`src/rtl/masked_serial_adder.sv`:
```
// Bit-serial 2-share masked ripple-carry adder: one masked full-adder step per
// accepted randomness transfer, LSB first, with carry shares registered between steps.
module masked_serial_adder #(
    parameter int W = 8
) (
    input  logic         clk,
    input  logic         rst,
    input  logic         in_valid,
    output logic         in_ready,
    input  logic [W-1:0] a0,
    input  logic [W-1:0] a1,
    input  logic [W-1:0] b0,
    input  logic [W-1:0] b1,
    input  logic         cin0,
    input  logic         cin1,
    input  logic         rnd_valid,
    output logic         rnd_ready,
    input  logic [1:0]   rnd,
    output logic         out_valid,
    input  logic         out_ready,
    output logic [W-1:0] s0,
    output logic [W-1:0] s1,
    output logic         cout0,
    output logic         cout1,
    output logic         busy
);
    localparam int IW = (W > 1) ? $clog2(W) : 1;
    localparam logic [IW-1:0] LAST = IW'(W - 1);

    typedef enum logic [1:0] {IDLE, RUN, DONE} state_t;
    state_t state;

    logic [W-1:0]  a0_sr, a1_sr, b0_sr, b1_sr;
    logic [W-1:0]  sum0_sr, sum1_sr;
    logic          c0, c1;
    logic [IW-1:0] idx;

    // Per-share step logic. Each share only meets the other share inside an
    // AND term that is immediately refreshed by a fresh random bit.
    logic x0, x1, y0, y1, p0, p1, sb0, sb1, g0, g1, t0, t1, nc0, nc1;
    always_comb begin
        x0  = a0_sr[0];
        x1  = a1_sr[0];
        y0  = b0_sr[0];
        y1  = b1_sr[0];
        p0  = x0 ^ y0;
        p1  = x1 ^ y1;
        sb0 = p0 ^ c0;
        sb1 = p1 ^ c1;
        g0  = (x0 & y0) ^ (x0 & y1) ^ rnd[0];
        g1  = (x1 & y1) ^ (x1 & y0) ^ rnd[0];
        t0  = (p0 & c0) ^ (p0 & c1) ^ rnd[1];
        t1  = (p1 & c1) ^ (p1 & c0) ^ rnd[1];
        nc0 = g0 ^ t0;
        nc1 = g1 ^ t1;
    end

    always_ff @(posedge clk) begin
        if (rst) begin
            state     <= IDLE;
            in_ready  <= 1'b1;
            rnd_ready <= 1'b0;
            out_valid <= 1'b0;
            busy      <= 1'b0;
            s0        <= '0;
            s1        <= '0;
            cout0     <= 1'b0;
            cout1     <= 1'b0;
            idx       <= '0;
            c0        <= 1'b0;
            c1        <= 1'b0;
            a0_sr     <= '0;
            a1_sr     <= '0;
            b0_sr     <= '0;
            b1_sr     <= '0;
            sum0_sr   <= '0;
            sum1_sr   <= '0;
        end else begin
            case (state)
                IDLE: begin
                    if (in_valid) begin
                        a0_sr     <= a0;
                        a1_sr     <= a1;
                        b0_sr     <= b0;
                        b1_sr     <= b1;
                        c0        <= cin0;
                        c1        <= cin1;
                        sum0_sr   <= '0;
                        sum1_sr   <= '0;
                        idx       <= '0;
                        state     <= RUN;
                        in_ready  <= 1'b0;
                        rnd_ready <= 1'b1;
                        busy      <= 1'b1;
                    end
                end
                RUN: begin
                    if (rnd_valid) begin
                        a0_sr   <= {1'b0, a0_sr[W-1:1]};
                        a1_sr   <= {1'b0, a1_sr[W-1:1]};
                        b0_sr   <= {1'b0, b0_sr[W-1:1]};
                        b1_sr   <= {1'b0, b1_sr[W-1:1]};
                        sum0_sr <= {sb0, sum0_sr[W-1:1]};
                        sum1_sr <= {sb1, sum1_sr[W-1:1]};
                        c0      <= nc0;
                        c1      <= nc1;
                        idx     <= idx + 1'b1;
                        if (idx == LAST) begin
                            s0        <= {sb0, sum0_sr[W-1:1]};
                            s1        <= {sb1, sum1_sr[W-1:1]};
                            cout0     <= nc0;
                            cout1     <= nc1;
                            state     <= DONE;
                            rnd_ready <= 1'b0;
                            out_valid <= 1'b1;
                        end
                    end
                end
                DONE: begin
                    if (out_ready) begin
                        state     <= IDLE;
                        out_valid <= 1'b0;
                        busy      <= 1'b0;
                        in_ready  <= 1'b1;
                    end
                end
                default: state <= IDLE;
            endcase
        end
    end
endmodule
```
`config.mk`:
```
export PLATFORM = sky130hd
export DESIGN_NAME = masked_serial_adder
export DESIGN_NICKNAME = d
export VERILOG_FILES = /design/src/rtl/masked_serial_adder.sv
export SDC_FILE = /design/constraint.sdc
export NUM_CORES = 1
export LEC_CHECK = 0
export CAP_MARGIN = 20
export CORE_ASPECT_RATIO = 1.1
export CORE_UTILIZATION = 45
export CTS_BUF_LIST = sky130_fd_sc_hd__clkbuf_4 sky130_fd_sc_hd__clkbuf_8 sky130_fd_sc_hd__clkbuf_16
export DETAILED_ROUTE_END_ITERATION = 7
export PLACE_DENSITY = 0.74
export SLEW_MARGIN = 20
export SYNTH_ARGS = -nofsm -noshare
export SYNTH_HDL_FRONTEND = slang
export SYNTH_SLANG_ARGS = --single-unit
```
`constraint.sdc`:
```
create_clock -name clk -period 1.45 [get_ports clk]
set_clock_uncertainty 0.1 [all_clocks]
set_input_delay 0.435 -clock clk [delete_from_list [all_inputs] [get_ports clk]]
set_output_delay 0.435 -clock clk [all_outputs]
set_load 0.02 [all_outputs]
```
==> metrics.md, run 1 <==
| Metric | Value |
|---|---|
| Syn Nets | `428` |
| Critical path class | `flop to flop` |
| Placed cell areas | `slightly above 0.004 mm2` |
| Failing checks | `setup timing` |
| Final Wtd Congestion | `a little under 0.8` |
| Sequential share of the synthesized area | `0.487` |
| Max-Cap Viols | `0` |
| Hold-fix buffers, CTS | `0` |
| Fin crit share | `1.12` |
| Top cell type's share of synthesized area | `0.487` |
| CP arrival | `about 1800 ps` |
| Multiplexer share of the synthesized area | `0` |
| Post-Synthesis Cells | `381` |
| DRT iter0 DRCs | `roughly 170` |
| CP required | `~1600 ps` |
| Count of cell types in the netlist | `25` |
| Crit path capture type | `flop` |
| Share of layout cells above drive strength 1 | `0.348` |
| Commonest non-fill, non-tap cells in the layout | `109 x nand2_1, 67 x dfxtp_1, 37 x clkdlybuf4s50_1` |
| Fillers | `459` |
| Synth-to-Final Area Change | `57.1%` |
| Core box area | `0.00659 mm2` |
| PD cells | `between 1000 and 1500 mW/mm2` |
| # clock sinks | `75` |
| Max Clock Freq | `~620 MHz` |
| Average vias per placed instance | `5.63` |
| Crit-path max FO | `2` |
| Row count | `31` |
| Crit-path cells | `ha_4, ha_4, xnor2_2, xnor2_1, xnor2_1, a211oi_1` |
| Status | `finished, violations left` |
| Max Slew Vio Count | `0` |
| DIE HEIGHT | `88.8 um` |
| First-pass GRT wire length | `13000 um` |
| Clk slew on worst S/H paths | `roughly 80 ps` |
| Leakage Power | `0.00182 uW` |
| Antenna Violating Nets Remaining | `0` |
| Total power | `5260 uW` |
| Delay of the slowest critical-path stage | `between 300 and 400 ps` |
| Die W | `a little over 80 um` |
| Final WS setup | `-175 ps` |
| Top cells by area, synth | `dfxtp_1 49%, nand2_1 14%, a311oi_1 8.2%, a21oi_1 6.7%, nor2_1 5.0%` |
| Initial DRT Pass Iterations | `4` |
| Hold Fails Final Rpt | `0` |
| Die footprint | `0.00718 mm2` |
| Post-synthesis adder-cell area fraction | `0.0244` |
| Worst hold path class | `flop to flop` |
| Routed vias | `3146` |
| DPL Wire Length | `5120 um` |
| Design Area, Final | `0.00484 mm2` |
| H-tree depth | `3` |
| Post-layout nets | `519` |
| Simple-Gate Fraction of Synth Area | `0.231` |
| RSZ-0062 raised after global routing | `yes` |
| Area occupied by multi-input gates | `between 0.0015 and 0.002 mm2` |
| XOR/XNOR Fraction of Synth Area | `0.0256` |
| YS warnings | `0` |
| Register area | `0.00152 mm2` |
| Total track usage | `0.237` |
| Post-DR wirelength/cell | `~17 um` |
| Startpoint Class | `flop` |
| CTS tree | `done` |
| Yosys top cell by area | `dfxtp_1` |
| Hold slack final | `~360 ps` |
| Initial core utilization | `0.467` |
| WL final | `9490 um` |
| Clock Latency Late Sink | `approximately 350 ps` |
| Vias in the first global route | `approximately 2800` |
| Syn_area_per_cell | `8.09 um2` |
| Synth Area in Compound Gates | `0.178` |
| Remaining DRCs | `0` |
| Deepest clock path buffer count | `2` |
| Flop and latch count out of synthesis | `75` |
| Inserted Clock Buffers | `9` |
| Top-Level Pins | `63` |
| Root Buffer | `clkbuf_8` |
| Max_slew headroom | `0.731` |
| IO Port Bufs | `62` |
| Most common cell after layout, fill and taps aside | `nand2_1` |
| Worst VDD drop | `0.000571 V` |
| Overflow after GRT | `0` |
| Post-synthesis cell area | `around 0.0031 mm2` |
| Initial antenna violation count | `0` |
| Final setup violating endpoints | `15` |
| Largest family of logic cells by synthesized area | `simple AND/OR/NAND/NOR gates` |
| # diodes | `0` |
| Slew at the pin closest to its max-slew limit | `403 ps` |
| Final Critical Period | `1630 ps` |
| Pin count of the biggest net entering global routing | `21` |
| Crit path max-delay cell type | `dfxtp_2` |
critical path, delay by kind of cell, from the launching register on:
kind	cells	cell delay, ps
adder cells (fa/ha/maj)	2	410
XOR/XNOR	3	530
flip-flops	1	350
AO/OA/AOI/OAI	1	110
Yosys cell counts, drive strengths merged:
cell type    n
nand3       17
xnor2        6
a21o         1
a21oi       41
buf         21
a211oi       4
xor2         3
or3          1
o21bai       3
nor2b        1
clkbuf       9
a22oi        4
nand3b       1
nor3         2
dfxtp       75
nor2        41
inv          2
nand2      112
ha           6
nand2b       2
a311oi      29
final timing paths:
kind,from,end,slack [ps],cells after the start
max reg2reg,b0_sr[0]$_SDFFE_PP0P_,cout0$_SDFFE_PP0P_,-180,6
max,b0_sr[0]$_SDFFE_PP0P_,cout0$_SDFFE_PP0P_,-180,6
min,s1[0]$_SDFFE_PP0P_,s1[0]$_SDFFE_PP0P_,360,2
min reg2reg,s1[0]$_SDFFE_PP0P_,s1[0]$_SDFFE_PP0P_,360,2
kinds of logic (layout without fill, tap and decap cells):
family	after synthesis	count (layout)
xor+xnor	9	9
compound gates	82	82
flops	75	75
buf+inv	32	128
fa+ha+maj	6	6
simple gates	177	177
routing by layer:
layer / part of all wire / track usage
met5: 0 / 0
met4: 0.022 / 0.102
met1: 0.42 / 0.298
met3: 0.049 / 0.0361
met2: 0.51 / 0.400
report_power, final:
part	switching [uW]	total, uW	internal, uW
clock network	810	1830	1020
logic	553	1160	603
registers	106	2280	2170
timing repair:
item,CTS,global route
resized for setup,107,91
setup endpoints to repair,91,63
pin swaps,6,37
setup buffers,4,2
gates cloned,3,5
through the flow:
stage	setup TNS [ps]	instances	setup WS, ps	utilization
3_3_place_gp	-31850	529	-500	0.614
6_report	-768	559	-175	0.734
2_1_floorplan	-92.5	381	-24.6	-
5_1_grt	-2170	559	-231	0.734
4_1_cts	-709	552	-158	0.658
3_5_place_dp	-33690	529	-559	0.614
layout make-up:
class | instances | area share
Multi-Input combinational cell | 274 | 0.387
Sequential cell | 75 | 0.313
Timing Repair Buffer | 110 | 0.231
Clock buffer | 10 | 0.0284
Tap cell | 82 | 0.0212
Clock inverter | 6 | 0.0184
Inverter | 2 | 0.00155
state kept, by name, indices dropped and copies added (netlist names):
signal     count
idx            3
a1_sr          8
a0_sr          8
in_ready       1
s1             8
c1             1
b1_sr          8
out_valid      1
sum1_sr        7
state          2
busy           1
sum0_sr        7
cout0          1
c0             1
cout1          1
b0_sr          8
rnd_ready      1
s0             8
(Power assumes the default switching activity.)
==> inputs of run 2 (changes only) <==
--- a/config.mk
+++ b/config.mk
@@ -7,9 +7,11 @@
 export LEC_CHECK = 0
 export CAP_MARGIN = 20
 export CORE_ASPECT_RATIO = 1.1
+export CORE_MARGIN = 2
 export CORE_UTILIZATION = 45
 export CTS_BUF_LIST = sky130_fd_sc_hd__clkbuf_4 sky130_fd_sc_hd__clkbuf_8 sky130_fd_sc_hd__clkbuf_16
 export DETAILED_ROUTE_END_ITERATION = 7
+export GPL_ROUTABILITY_DRIVEN = 0
 export PLACE_DENSITY = 0.74
 export SLEW_MARGIN = 20
 export SYNTH_ARGS = -nofsm -noshare
==> metrics.md, run 2 (synthesized netlist as in run 1, its figures left out) <==
| Metric | Value |
|---|---|
| First-pass GRT wire length | `15000 um (was 13000 um)` |
| Area occupied by multi-input gates | `0.00211 mm2 (was 0.00187 mm2)` |
| R2r startpoint | `b0_sr[0]$_SDFFE_PP0P_ (unchanged)` |
| Routed vias | `3467 (was 3146)` |
| Top cell by count, worst path | `xnor2_2` |
| Pin count of the biggest net entering global routing | `29 (was 21)` |
| DPL Wire Length | `5020 um (was 5120 um)` |
| Hold slack final | `359 ps (was 358 ps)` |
| Synth-to-Final Area Change | `72.7% (was 57.1%)` |
| Final setup violating endpoints | `57 (was 15)` |
| CP Launch Point | `b0_sr[0]$_SDFFE_PP0P_ (unchanged)` |
| Total track usage | `0.244 (was 0.237)` |
| Met2 usage | `0.413 (was 0.400)` |
| Met3 Use GR | `0.0402 (was 0.0361)` |
| Max-Cap Viols | `0 (unchanged)` |
| Post-layout nets | `533 (was 519)` |
| Share of layout cells above drive strength 1 | `0.458 (was 0.348)` |
| Hold Startpoint | `s0[2]$_SDFFE_PP0P_ (was s1[0]$_SDFFE_PP0P_)` |
| Top Usage Layer GRT | `met2 (unchanged)` |
| Leakage Power | `0.00211 uW (was 0.00182 uW)` |
| Hold Fails Final Rpt | `0 (unchanged)` |
| Placed cell areas | `0.00399 mm2 (was 0.00405 mm2)` |
| Vias in the first global route | `3085 (was 2793)` |
| Crit path capture type | `flop (unchanged)` |
| Core box area | `0.00659 mm2 (unchanged)` |
| Clock Latency Late Sink | `350 ps (about the same)` |
| Failing checks | `setup timing (unchanged)` |
| Clk slew on worst S/H paths | `80 ps (about the same)` |
| Average vias per placed instance | `6.05 (was 5.63)` |
| # diodes | `0 (unchanged)` |
| Fin cells | `573 (was 559)` |
| Design Area, Final | `0.00532 mm2 (was 0.00484 mm2)` |
| Overflow after GRT | `0 (unchanged)` |
| DRT iter0 DRCs | `292 (was 168)` |
| Top-Level Pins | `63 (unchanged)` |
| Final WS setup | `-262 ps (was -175 ps)` |
| Commonest non-fill, non-tap cells in the layout | `94 x nand2_1, 66 x dfxtp_1, 37 x clkdlybuf4s50_1 (was 109 x nand2_1, 67 x dfxtp_1, 37 x clkdlybuf4s50_1)` |
| DP Worst Slack | `-594 ps (was -559 ps)` |
| Row count | `31 (unchanged)` |
| Antenna Violating Nets Remaining | `0 (unchanged)` |
| CP arrival | `1870 ps (was 1750 ps)` |
| Final Critical Period | `1710 ps (was 1630 ps)` |
| Fillers | `339 (was 459)` |
| PD cells | `1010 mW/mm2 (was 1090 mW/mm2)` |
| H-tree depth | `3 (unchanged)` |
| Worst VDD drop | `0.000639 V (was 0.000571 V)` |
| IO Port Bufs | `62 (unchanged)` |
| Max Slew Vio Count | `0 (unchanged)` |
| # clock sinks | `75 (unchanged)` |
| Startpoint Class | `flop (unchanged)` |
| CP required | `1600 ps (was 1580 ps)` |
| Initial DRT Pass Iterations | `5 (was 4)` |
| Worst hold path class | `flop to flop (unchanged)` |
| Critical path class | `flop to flop (unchanged)` |
| Die W | `82.9 um (was 80.9 um)` |
| Deepest clock path buffer count | `2 (unchanged)` |
| Initial core utilization | `0.467 (unchanged)` |
| Fin crit share | `1.18 (was 1.12)` |
| Die footprint | `0.00753 mm2 (was 0.00718 mm2)` |
| DP Cell Count | `523 (was 529)` |
| Inserted Clock Buffers | `9 (unchanged)` |
| Most common cell after layout, fill and taps aside | `nand2_1 (unchanged)` |
| Initial antenna violation count | `0 (unchanged)` |
| GR Layer Usage met1 | `0.306 (was 0.298)` |
| Crit-path max FO | `2 (unchanged)` |
| Max_slew headroom | `0.721 (was 0.731)` |
| Max Clock Freq | `584 MHz (was 615 MHz)` |
| Hold-fix buffers, CTS | `0 (unchanged)` |
| Root Buffer | `clkbuf_8 (unchanged)` |
| CTS tree | `done (unchanged)` |
| Remaining DRCs | `0 (unchanged)` |
| RSZ-0062 raised after global routing | `yes (unchanged)` |
| WL final | `12500 um (was 9490 um)` |
| Crit path max-delay cell type | `dfxtp_2 (unchanged)` |
| DIE HEIGHT | `90.8 um (was 88.8 um)` |
| Register area | `0.00152 mm2 (about the same)` |
| Post-DR wirelength/cell | `21.8 um (was 17.0 um)` |
| Delay of the slowest critical-path stage | `350 ps (about the same)` |
| Crit-path cells | `ha_4, ha_4, xnor2_2, xnor2_2, xnor2_2, a211oi_1 (was ha_4, ha_4, xnor2_2, xnor2_1, xnor2_1, a211oi_1)` |
| Status | `finished, violations left (unchanged)` |
| Slew at the pin closest to its max-slew limit | `419 ps (was 403 ps)` |
==> run 2: cell type report <==
| cell class | instances | share of cell area |
|---|---|---|
| inverters | 2 | 0.00141 |
| clock buffers | 12 | 0.0310 |
| multi-input cells | 274 | 0.397 |
| well taps | 82 | 0.0193 |
| clock inverters | 4 | 0.00893 |
| repair buffers | 124 | 0.257 |
| flip-flops and latches | 75 | 0.285 |
==> run 2: power by group <==
part / total, uW / internal, uW / leakage [uW] / switching [uW]
Clock: 1720 / 930 / 0.000108 / 789
Sequential: 2280 / 2170 / 0.000617 / 108
Combinational: 1360 / 699 / 0.00138 / 656
Total: 5360 / 3800 / 0.00211 / 1550
==> run 2: worst paths after layout <==
| path | endpoint | slack (ps) | cells past startpoint |
|---|---|---|---|
| max reg2reg | cout0$_SDFFE_PP0P_ | -260 | 6 |
| max | cout0$_SDFFE_PP0P_ | -260 | 6 |
| min reg2reg | s0[2]$_SDFFE_PP0P_ | 360 | 2 |
| min | s0[2]$_SDFFE_PP0P_ | 360 | 2 |
==> run 2: metrics by stage <==
stage	power, uW	TNS [ps]	utilization
after floorplan	2750	-92.5	-
after global placement	3020	-30670	0.605
after detailed placement	3040	-34130	0.605
after CTS	4960	-1720	0.701
after global routing	5520	-6760	0.807
final	5360	-4450	0.807
==> run 2: repair_timing <==
action / 4_1_cts / 5_1_grt
cloned: 9 / 6
pin swaps: 28 / 52
setup endpoints to repair: 92 / 73
buffers inserted: 14 / 12
resized for setup: 141 / 137
==> run 2: critical path: cells and delay by family (launching register included) <==
family          cells  cell delay (ps)
xor+xnor            3              500
fa+ha+maj           2              420
compound gates      1              250
flops               1              350
==> run 2: routing by layer <==
layer / part of all wire / vias to the layer above
met5: 0 / -
met4: 0.052 / 0
met3: 0.062 / 62
met2: 0.48 / 195
met1: 0.40 / 1692
li1: - / 1518
==> variant 1 (config.mk and constraints of run 1) <==
The parameter `W` goes from 8 to 16.
--- a/src/rtl/masked_serial_adder.sv
+++ b/src/rtl/masked_serial_adder.sv
@@ -1,7 +1,7 @@
 // Bit-serial 2-share masked ripple-carry adder: one masked full-adder step per
 // accepted randomness transfer, LSB first, with carry shares registered between steps.
 module masked_serial_adder #(
-    parameter int W = 8
+    parameter int W = 16
 ) (
     input  logic         clk,
     input  logic         rst,
Ports: changed (6 resized); port bits go from 63 to 111. The function was not compared with the original's and may differ.
==> variant 1 against run 1 <==
The run still ends with negative setup slack left. Setup slack got worse by 0.032 ns. Via count increased by 89%. Synthesized area increased by 82%. Total power increased by 90%. Count of clock-buffer cells in the layout increased by 9. Global-route usage increased by 1.4 points. Sequential cell count increased by 65. First-iteration DRC count increased to 2.9 times the old value. Routed wire length increased by 100%. Cell area increased by 87%. Highest routed layer unchanged.
==> variant 1: results (changes against run 1) <==
\begin{tabular}{lr}
\hline
Metric & Value \\
\hline
\multicolumn{2}{l}{\textbf{Run status}} \\
Status & finished with violations \\
Violations in the final reports & negative setup slack \\
\multicolumn{2}{l}{\textbf{Timing}} \\
Number of endpoints failing setup at the final stage & 127 (+112) \\
Relative max-transition margin & 77.8\% (+4.7 points) \\
Hold Worst Slack & 0.178 ns (-0.180 ns) \\
Final Worst Setup Slack & -0.207 ns (-0.0321 ns) \\
\multicolumn{2}{l}{\textbf{Global routing}} \\
Largest net degree at the start of global routing & 47 (+120\%) \\
Global-route wire length before repair & 25800 µm (+99\%) \\
Met1 Track Usage GR & 31.5\% (+1.6 points) \\
Met2 Resource Use GR & 42.2\% (+2.2 points) \\
Aggregate global-route resource usage & 25.1\% (+1.4 points) \\
GR met3 Demand/Resource & 4.71\% (+1.1 points) \\
\multicolumn{2}{l}{\textbf{Logic synthesis}} \\
Syn Inst Count & 707 (+86\%) \\
Biggest area contributors in the synthesized netlist & sky130\_fd\_sc\_hd\_\_dfxtp\_1 (50\%), sky130\_fd\_sc\_hd\_\_nand2\_1 (15\%), sky130\_fd\_sc\_hd\_\_a311oi\_1 (9.4\%), sky130\_fd\_sc\_hd\_\_a21oi\_1 (6.2\%), sky130\_fd\_sc\_hd\_\_nor2\_1 (4.8\%) \\
Sequential-to-total area share from yosys stat & 50.0\% (+1.2 points) \\
Top post-synthesis cells by count & sky130\_fd\_sc\_hd\_\_nand2\_1 (222), sky130\_fd\_sc\_hd\_\_dfxtp\_1 (140), sky130\_fd\_sc\_hd\_\_nor2\_1 (72) \\
Post-Syn Nets & 785 (+83\%) \\
Number of distinct library cells after synthesis & 27 (+8.0\%) \\
\multicolumn{2}{l}{\textbf{Drt}} \\
First DRT Iteration DRCs & 488 (+190\%) \\
Via Count & 5941 (+89\%) \\
Detailed Routing Iterations Pass 1 & 5 (+1) \\
\multicolumn{2}{l}{\textbf{Power and ir drop}} \\
Leakage power & 0.00349 µW (+92\%) \\
Peak supply drop & 713 µV (+25\%) \\
\multicolumn{2}{l}{\textbf{Clock network}} \\
Clock latency at the later pin of the worst-skew pair & 0.41 ns (+0.06 ns) \\
Clock buffer count from CTS & 17 (+8) \\
\multicolumn{2}{l}{\textbf{Place}} \\
Gpl congestion & 0.752 (-2.3\%) \\
Detailed placer's ending HPWL & 9230 µm (+80\%) \\
Placed Cells incl. Taps & 951 (+80\%) \\
\multicolumn{2}{l}{\textbf{Layout}} \\
Non-filler cells in the finished layout & 1025 (+83\%) \\
Final nets & 936 (+80\%) \\
Share of cells above drive strength 1 & 38.3\% (+3.5 points) \\
\multicolumn{2}{l}{\textbf{Setup path}} \\
Cell type of the slowest stage on the worst timing path & sky130\_fd\_sc\_hd\_\_dfxtp\_4 \\
Worst endpoint data arrival time & 1.85 ns (+0.10 ns) \\
Cell type group with the largest total delay on the critical path & flip-flops \\
Worst-path maximum fanout & 10 (+8) \\
\multicolumn{2}{l}{\textbf{Hold path}} \\
Path category of the worst min-delay check & in2reg \\
\hline
\end{tabular}
[variant 1: changes by cell type after synthesis, sizes merged, moves of 4 or more]
cell           run 1  this run
a21oi             41        70
a311oi            29        60
buf               21        33
clkbuf             9        29
dfxtp             75       140
nand2            112       222
nand3             17        32
nor2              41        74
nor3               2         6
[variant 1: report_power, final]
group	switching [µW]	internal, µW
Sequential	144	4050
Clock	1710	2250
Combinational	912	908
[variant 1: worst paths after layout]
check / from / end / cells past startpoint
worst max-delay path: state[0]$_SDFFE_PP0P_ / a0_sr[3]$_SDFFE_PP0P_ / 6
worst min register to register: s0[13]$_SDFFE_PP0P_ / s0[13]$_SDFFE_PP0P_ / 2
worst max register to register: state[0]$_SDFFE_PP0P_ / a0_sr[3]$_SDFFE_PP0P_ / 6
worst min-delay path: rst / b1_sr[0]$_SDFFE_PP0P_ / 2
[variant 1: logic make-up (layout without fill, tap and decap cells)]
logic type,Yosys count,after routing,synth area share (%)
buf+inv,63,223,5.13
flops,140,140,50.0
compound gates,142,142,17.2
simple gates,344,348,24.6
xor+xnor,12,12,1.87
mux,1,1,0.178
fa+ha+maj,5,5,1.12
[variant 1: metrics by stage]
| stage | instance area [µm²] | setup TNS, ns | power [µW] | utilization [%] | setup slack [ns] |
|---|---|---|---|---|---|
| after floorplan | 5740 | -1.89 | 4950 | - | -0.0679 |
| after global placement | 7200 | -82.64 | 5420 | 59.5 | -0.635 |
| after detailed placement | 7200 | -88.72 | 5470 | 59.5 | -0.751 |
| after CTS | 8070 | -8.10 | 9630 | 66.7 | -0.142 |
| after global routing | 9060 | -17.19 | 10300 | 75.0 | -0.269 |
| final | 9060 | -10.22 | 9970 | 75.0 | -0.207 |
[variant 1: layer usage]
layer,vias to the layer above,routed length (µm)
met3,52,1410
met1,2883,7840
met2,280,9480
met5,-,0
li1,2726,-
met4,0,558
[variant 1: layout make-up]
class / count / area, µm²
Multi-Input combinational cell: 508 / 3300
Fill cell: 813 / 3030
Sequential cell: 140 / 2850
Timing Repair Buffer: 190 / 2170
Clock buffer: 19 / 447
Tap cell: 154 / 193
Clock inverter: 13 / 93.8
Inverter: 1 / 3.75
[variant 1: repair_timing]
item | CTS | global route
endpoints found under the setup margin | 174 | 166
resized for setup | 220 | 197
pin swaps | 36 | 56
setup buffers | 7 | 12
cloned | 8 | 19
==> variant 2 (config.mk and constraints of run 1) <==
Without the edit above. Encoding of `state_t`: now one-hot (3 bits for 3 states).
--- a/src/rtl/masked_serial_adder.sv
+++ b/src/rtl/masked_serial_adder.sv
@@ -27,7 +27,7 @@
     localparam int IW = (W > 1) ? $clog2(W) : 1;
     localparam logic [IW-1:0] LAST = IW'(W - 1);
 
-    typedef enum logic [1:0] {IDLE, RUN, DONE} state_t;
+    typedef enum logic [2:0] {IDLE = 3'b001, RUN = 3'b010, DONE = 3'b100} state_t;
     state_t state;
 
     logic [W-1:0]  a0_sr, a1_sr, b0_sr, b1_sr;
Formal check against the unedited RTL: same outputs for any inputs over 10 cycles, from zero or initial values and one cycle with rst high; not proved beyond that.
==> variant 2 against run 1 <==
The run still ends with negative setup slack left. Clock power decreased by 17%. Routed wire length increased by 36%. Synthesized area increased by 3.6%. Sequential cell count increased by 1. Total power decreased by 1.5%. Sequential share of layout area decreased by 4.0 points. Non-clock buffer count increased by 18. Cell area increased by 17%. Worst hold slack got worse by 0.025 ns. Setup slack got worse by 0.26 ns. Largest cell class unchanged.
==> variant 2: results (changes against run 1) <==
\begin{tabular}{lr}
\hline
Metric & Value \\
\hline
\multicolumn{2}{l}{\textbf{Run status}} \\
Status & finished with violations \\
Violations in the final reports & negative setup slack \\
\multicolumn{2}{l}{\textbf{Place}} \\
Pre-CTS setup slack & -0.682 ns (-0.123 ns) \\
Placed Cells incl. Taps & 540 (+2.1\%) \\
Instance area at placement & 4210 µm² (+4.0\%) \\
Detailed placer's ending HPWL & 4890 µm (-4.4\%) \\
\multicolumn{2}{l}{\textbf{Setup path}} \\
Capture point of the critical path & c0\$\_SDFFE\_PP0P\_ \\
Peak per-stage delay on the critical path & 0.50 ns (+0.15 ns) \\
Cell type of the slowest stage on the worst timing path & sky130\_fd\_sc\_hd\_\_xnor2\_1 \\
\multicolumn{2}{l}{\textbf{Global routing}} \\
Global-route wire length before repair & 16400 µm (+26\%) \\
Aggregate global-route resource usage & 29.3\% (+5.6 points) \\
\multicolumn{2}{l}{\textbf{Timing}} \\
Total negative setup slack & -18.79 ns (-18.02 ns) \\
Number of endpoints failing setup at the final stage & 72 (+57) \\
Final Worst Setup Slack & -0.439 ns (-0.264 ns) \\
\multicolumn{2}{l}{\textbf{Layout}} \\
Layout non-clock buf frac & 25.4\% (+2.3 points) \\
Clk\_buf instances & 11 (+1) \\
Clock-cell share of area & 3.10\% (-1.6 points) \\
Final nets & 550 (+6.0\%) \\
Sequential cell area & 1550 µm² (+2.4\%) \\
FILL cells & 330 (-28\%) \\
Buffers outside the clock class & 128 (+16\%) \\
Share of cells above drive strength 1 & 53.0\% (+18 points) \\
Synth-to-Final Area Change & 78.1\% \\
\multicolumn{2}{l}{\textbf{Power and ir drop}} \\
Sequential group share of total power & 44.2\% (+0.9 points) \\
Peak supply drop & 646 µV (+13\%) \\
Net Sw Frac & 30.3\% (+2.4 points) \\
\multicolumn{2}{l}{\textbf{Floorplan}} \\
Full die area & 7430 µm² (+3.5\%) \\
\multicolumn{2}{l}{\textbf{Hold path}} \\
Path category of the worst min-delay check & in2reg \\
\multicolumn{2}{l}{\textbf{Clock network}} \\
Clock latency at the later pin of the worst-skew pair & 0.38 ns (+0.03 ns) \\
\multicolumn{2}{l}{\textbf{Logic synthesis}} \\
Biggest area contributors in the synthesized netlist & sky130\_fd\_sc\_hd\_\_dfxtp\_1 (48\%), sky130\_fd\_sc\_hd\_\_nand2\_1 (11\%), sky130\_fd\_sc\_hd\_\_a311oi\_1 (7.7\%), sky130\_fd\_sc\_hd\_\_a21oi\_1 (6.4\%), sky130\_fd\_sc\_hd\_\_nand2b\_1 (4.3\%) \\
Syn Inst Count & 395 (+3.7\%) \\
Mux contribution to synthesized area & 0.314\% (+0.31 points) \\
Sequential-to-total area share from yosys stat & 47.7\% (-1.1 points) \\
\multicolumn{2}{l}{\textbf{Drt}} \\
Detailed-route vias per instance & 6.06 (+7.7\%) \\
\hline
\end{tabular}
==> variant 2: cell count changes after synthesis, sizes merged, moves of 2 or more <==
cell	delta
a22oi	-4
a41oi	+2
buf	-11
clkbuf	+12
nand2	-18
nand2b	+20
nand3	+6
nor2	-7
nor3	+2
o21a	+2
o21ai	+4
or3	+2
==> variant 2: timing repair <==
item | in CTS | in global routing
gates resized for setup | 201 | 126
hold endpoints to repair | 0 | 0
setup buffers | 18 | 7
pin swaps | 52 | 33
cloned | 15 | 2
endpoints found under the setup margin | 92 | 79
hold buffers | 0 | 0
==> variant 2: per-layer routing <==
| metal | vias to the layer above | global-route usage (%) | part of all wire, % | wire length (µm) |
|---|---|---|---|---|
| li1 | 1583 | - | - | - |
| met1 | 1744 | 32.4 | 38 | 4940 |
| met2 | 182 | 50.1 | 50 | 6480 |
| met3 | 68 | 5.25 | 5.9 | 760 |
| met4 | 0 | 18.1 | 5.9 | 762 |
| met5 | - | 0 | 0 | 0 |
